`config.mk`:
```
export PLATFORM = sky130hd
export DESIGN_NAME = bus_source_encoder
export DESIGN_NICKNAME = d
export VERILOG_FILES = /design/src/rtl/bus_source_encoder.sv
export SDC_FILE = /design/constraint.sdc
export NUM_CORES = 1
export LEC_CHECK = 0
export ABC_CLOCK_PERIOD_IN_PS = 2900
export CAP_MARGIN = 20
export CORE_AREA = 3 3 69 55
export DETAILED_ROUTE_END_ITERATION = 12
export DIE_AREA = 0 0 72 58
export PLACE_DENSITY = 0.83
export SYNTH_ARGS = -nofsm -noshare
export SYNTH_HDL_FRONTEND = slang
export SYNTH_SLANG_ARGS = --single-unit
```
`constraint.sdc`:
```
create_clock -name clk -period 2.9 [get_ports clk]
set_input_delay 0.58 -clock clk [delete_from_list [all_inputs] [get_ports clk]]
set_output_delay 0.58 -clock clk [all_outputs]
set_load 0.005 [all_outputs]
```
`src/rtl/bus_source_encoder.sv`:
```
// Registered source-select encoder at the driving end of the 32-source bus.
// The lowest set bit of drive_req wins. A cycle with more than one bit set
// is a conflict; conflicts and spare-source wins are recorded for debug.
module bus_source_encoder #(
   parameter int unsigned N_SRC = 32,
   parameter int unsigned SEL_W = 5,
   parameter int unsigned CNT_W = 8
) (
   input  logic             clk,
   input  logic             reset_n,
   input  logic [N_SRC-1:0] drive_req,
   input  logic             stall,
   input  logic             clr_err,
   output logic [SEL_W-1:0] sel_out,
   output logic             sel_valid,
   output logic             conflict,
   output logic             conflict_sticky,
   output logic [CNT_W-1:0] conflict_count,
   output logic             spare_err
);

   // Sources at this index and above are spare.
   localparam int unsigned FIRST_SPARE = 24;

   logic [SEL_W-1:0] winner;
   logic             anyReq;
   logic             multiHot;
   logic             spareWin;
   logic             nextSticky;
   logic [CNT_W-1:0] nextCount;
   logic [CNT_W-1:0] baseCount;
   logic             nextSpare;

   // Fixed-priority encoder: scan from the top so the lowest set bit wins.
   always_comb begin
      winner = '0;
      for (int unsigned i = 0; i < N_SRC; i++) begin
         if (drive_req[N_SRC-1-i]) begin
            winner = SEL_W'(N_SRC-1-i);
         end
      end
   end

   // Request classification; x & (x-1) is nonzero exactly when two or more bits are set.
   always_comb begin
      anyReq   = |drive_req;
      multiHot = |(drive_req & (drive_req - 1'b1));
      spareWin = anyReq && (32'(winner) >= FIRST_SPARE);
   end

   // Debug-record next state: clear first, then apply this cycle's events on top.
   always_comb begin
      baseCount  = clr_err ? '0 : conflict_count;
      nextCount  = baseCount;
      nextSticky = (clr_err ? 1'b0 : conflict_sticky) | (!stall && multiHot);
      nextSpare  = (clr_err ? 1'b0 : spare_err) | (!stall && spareWin);
      if (!stall && multiHot && (baseCount != '1)) begin
         nextCount = baseCount + 1'b1;
      end
   end

   // Select path: sample on enabled cycles, hold select when nothing drives.
   always_ff @(posedge clk or negedge reset_n) begin
      if (!reset_n) begin
         sel_out   <= '0;
         sel_valid <= 1'b0;
         conflict  <= 1'b0;
      end else if (!stall) begin
         if (anyReq) begin
            sel_out <= winner;
         end
         sel_valid <= anyReq;
         conflict  <= multiHot;
      end
   end

   // Debug-record registers; clr_err acts even while stalled.
   always_ff @(posedge clk or negedge reset_n) begin
      if (!reset_n) begin
         conflict_sticky <= 1'b0;
         conflict_count  <= '0;
         spare_err       <= 1'b0;
      end else begin
         conflict_sticky <= nextSticky;
         conflict_count  <= nextCount;
         spare_err       <= nextSpare;
      end
   end

endmodule
```
==> metrics.txt <==
status finished clean; maxcap violations 0; Clock Path Buffers 2; slowest CP cell clkdlybuf4s50_1; Die Wd 72 um; total number of vias 2,014; Relative slew margins 50.2%; multiplexer share of the synthesized area 3.17%; Die Area 4180 um^2; Crit Path Max Fanout 6; WP buf/inv 3; Max Clock Skew 0.00690 ns; Worst R2R End conflict_count[5]; most frequent cell after synthesis nor2_1; Diodes inserted 0; port bufs 52; Synth Register Bits 17; XOR/XNOR share of the synthesized area 1.71%; filler instances 179; Initial Util 47.7%; I/O pin count 53; Chip Height 58 um; Min Hold Slack 0.498 ns; Crit. path cell count 10; critical path startpoint drive_req[14]; dpl hpwl 3900 um; core area 3220 um^2; vias in the first global route 1,795; largest family of logic cells by synthesized area simple AND/OR/NAND/NOR gates; post-synthesis simple-gate area fraction 36.6%; H-Tree Depth 1; final hold vios 0; Syn Inst Count 188; CP required 3.03 ns; top cell type's share of synthesized area 27.7%; final setup violating endpoints 0; post-synthesis compound-gate area fraction 24.6%; Syn Std Cell Area 1540 um^2; Async SR Flop Fraction 100%; largest net degree at the start of global routing 18; Syn Nets 225; Area Growth Syn to Fin 77.3%; final worst-path cycle share 99.7%; first-pass GRT wire length 8400 um; Max IR drop VDD 0.000380 V; Leak 1.24 nW; Final nets 332; Distinct cells, synth 50; Starting DRT DRC Count 219; CTS tree built; FF-to-FF Start conflict_count[1]; drt pass-1 iters 4; Worst path top cell family by delay simple AND/OR/NAND/NOR gates; Top FF cell, synth dfrtp_1; # hold bufs at CTS 0; sequential area share after synthesis 27.7%; Post-synth EDFFs 0; initial antenna violation count 0; Routed WL 5930 um; num rows 18; fmax 346 MHz; crit path kind in -> reg; crit path time final 2.89 ns; worst-skew pair later-pin latency 0.25 ns; adder-cell share of the synthesized area 2.12%; Power Density 248 nW/um^2; clk root buf clkbuf_8; worst hold path type reg -> reg; top cell type by total area after synthesis dfrtp_1; Routed Antenna Nets 0; CP Cell Sequence clkdlybuf4s50_1, nor4_4, nand4_4, buf_6, o32ai_4, a21oi_2, nor4_4, buf_6, nor3_1, mux2_1; reg2reg path depth 6; post-DR vias/cell 6.03; Worst Tran Pin Value 0.745 ns; synth warn 0; Remaining DRCs 0; final core occ 84.7%; Data arrival, critical path 3.02 ns; CP Capture Type flip-flop; GRT Util Overall 25.0%; post-detailed-route wirelength per cell 17.7 um; Worst R2R Setup Slack 0.86 ns; GRT overflow 0; # clock sinks 17; crit path to conflict_count[5]; Post-synth top cells nor2_1 (19), dfrtp_1 (17), nand2_1 (13), nor3_1 (13), a21oi_1 (12); layout cells sized above 1 29.3%; Area contributors post-synth dfrtp_1 (28%), nor4_4 (5.5%), nor2_1 (4.6%); clock transition at the registers of the reported paths 0.07 ns; CTS buffer count 3; Post-Syn Area per Cell 8.18 um^2; placer congestion estimate 0.985; CP startpoint kind input pin; Slew Viols, Final 0; CP peak stage delay 0.46 ns
layer usage:
metal | vias up | routed length [um] | track usage [%]
met5 | - | 0 | 0
met4 | 0 | 104 | 1.61
met3 | 17 | 473 | 3.99
met2 | 116 | 2790 | 42.3
met1 | 936 | 2560 | 35.3
li1 | 945 | - | -
through the flow:
stage,TNS (ns),cells,setup WS [ns],power (W),area [um^2]
after CTS,0,332,0.0183,0.000666,2570
final,0,334,0.00972,0.000677,2730
after floorplan,0,188,0.0899,0.000327,1540
after detailed placement,-3.89,325,-0.479,0.000485,2470
after global placement,-2.64,325,-0.341,0.000480,2470
after global routing,-0.328,334,-0.0816,0.000710,2730
worst reg2reg max path, delay by kind of cell (launching register included):
| kind | cells | cell delay [ns] |
|---|---|---|
| adder cells (fa/ha/maj) | 1 | 0.25 |
| flip-flops | 1 | 0.42 |
| multiplexers | 1 | 0.36 |
| AND/OR/NAND/NOR | 4 | 0.89 |
cells by family (layout without fill, tap and decap cells):
kind of cell	Yosys count	after routing
AOI/OAI and AO/OA	53	53
xor gates and xnor gates	3	3
adders and majority gates	3	3
buffers and inverters	15	121
DFF	17	17
muxes	4	4
and+or+nand+nor	93	93
registers in the layout, indices dropped and copies added, names as in the netlist:
name             flops
conflict_count       8
sel_valid            1
sel_out              5
conflict_sticky      1
spare_err            1
conflict             1
worst min path at each step:
| stage | end | cells past startpoint | slack (ns) | startpoint |
|---|---|---|---|---|
| 2_1_floorplan | conflict | 0 | 0.28 | reset_n |
| 3_3_place_gp | sel_out[1] | 2 | 0.48 | sel_out[1] |
| 3_5_place_dp | sel_out[1] | 2 | 0.47 | sel_out[1] |
| 4_1_cts | sel_out[1] | 2 | 0.50 | sel_out[1] |
| 5_1_grt | sel_out[1] | 2 | 0.52 | sel_out[1] |
| 6_report | sel_valid | 2 | 0.50 | sel_valid |
cell usage in the layout, fill, tap and decap left out, types with 7 or more instances in the layout:
| cell | count |
|---|---|
| nand2_1 | 13 |
| clkdlybuf4s50_1 | 38 |
| dlymetal6s2s_1 | 14 |
| nor2b_1 | 8 |
| nor3_1 | 12 |
| buf_4 | 49 |
| nor2_1 | 19 |
| a21oi_1 | 11 |
| nand4_1 | 7 |
| inv_1 | 8 |
| dfrtp_1 | 17 |
layout make-up:
cell class	count	area, um^2	area share, %
tap	40	50.0	1.84
clock buffer	3	41.3	1.51
sequential	17	425	15.6
inverter	9	33.8	1.24
clock inverter	1	5.00	0.184
multi-input combinational	156	1160	42.5
timing repair buffer	108	1010	37.1
power breakdown:
part | leakage (nW) | switching [W] | internal (W)
Combinational | 1.00 | 0.000114 | 0.000131
Clock | 0.0255 | 0.0000793 | 0.0000953
Sequential | 0.219 | 0.00000976 | 0.000248
what timing repair did:
action,4_1_cts,5_1_grt
setup buffers,3,2
resized for setup,5,35
setup endpoints to repair,9,6
pin swaps,4,17
Note: power is estimated with default switching activity, not from simulation.
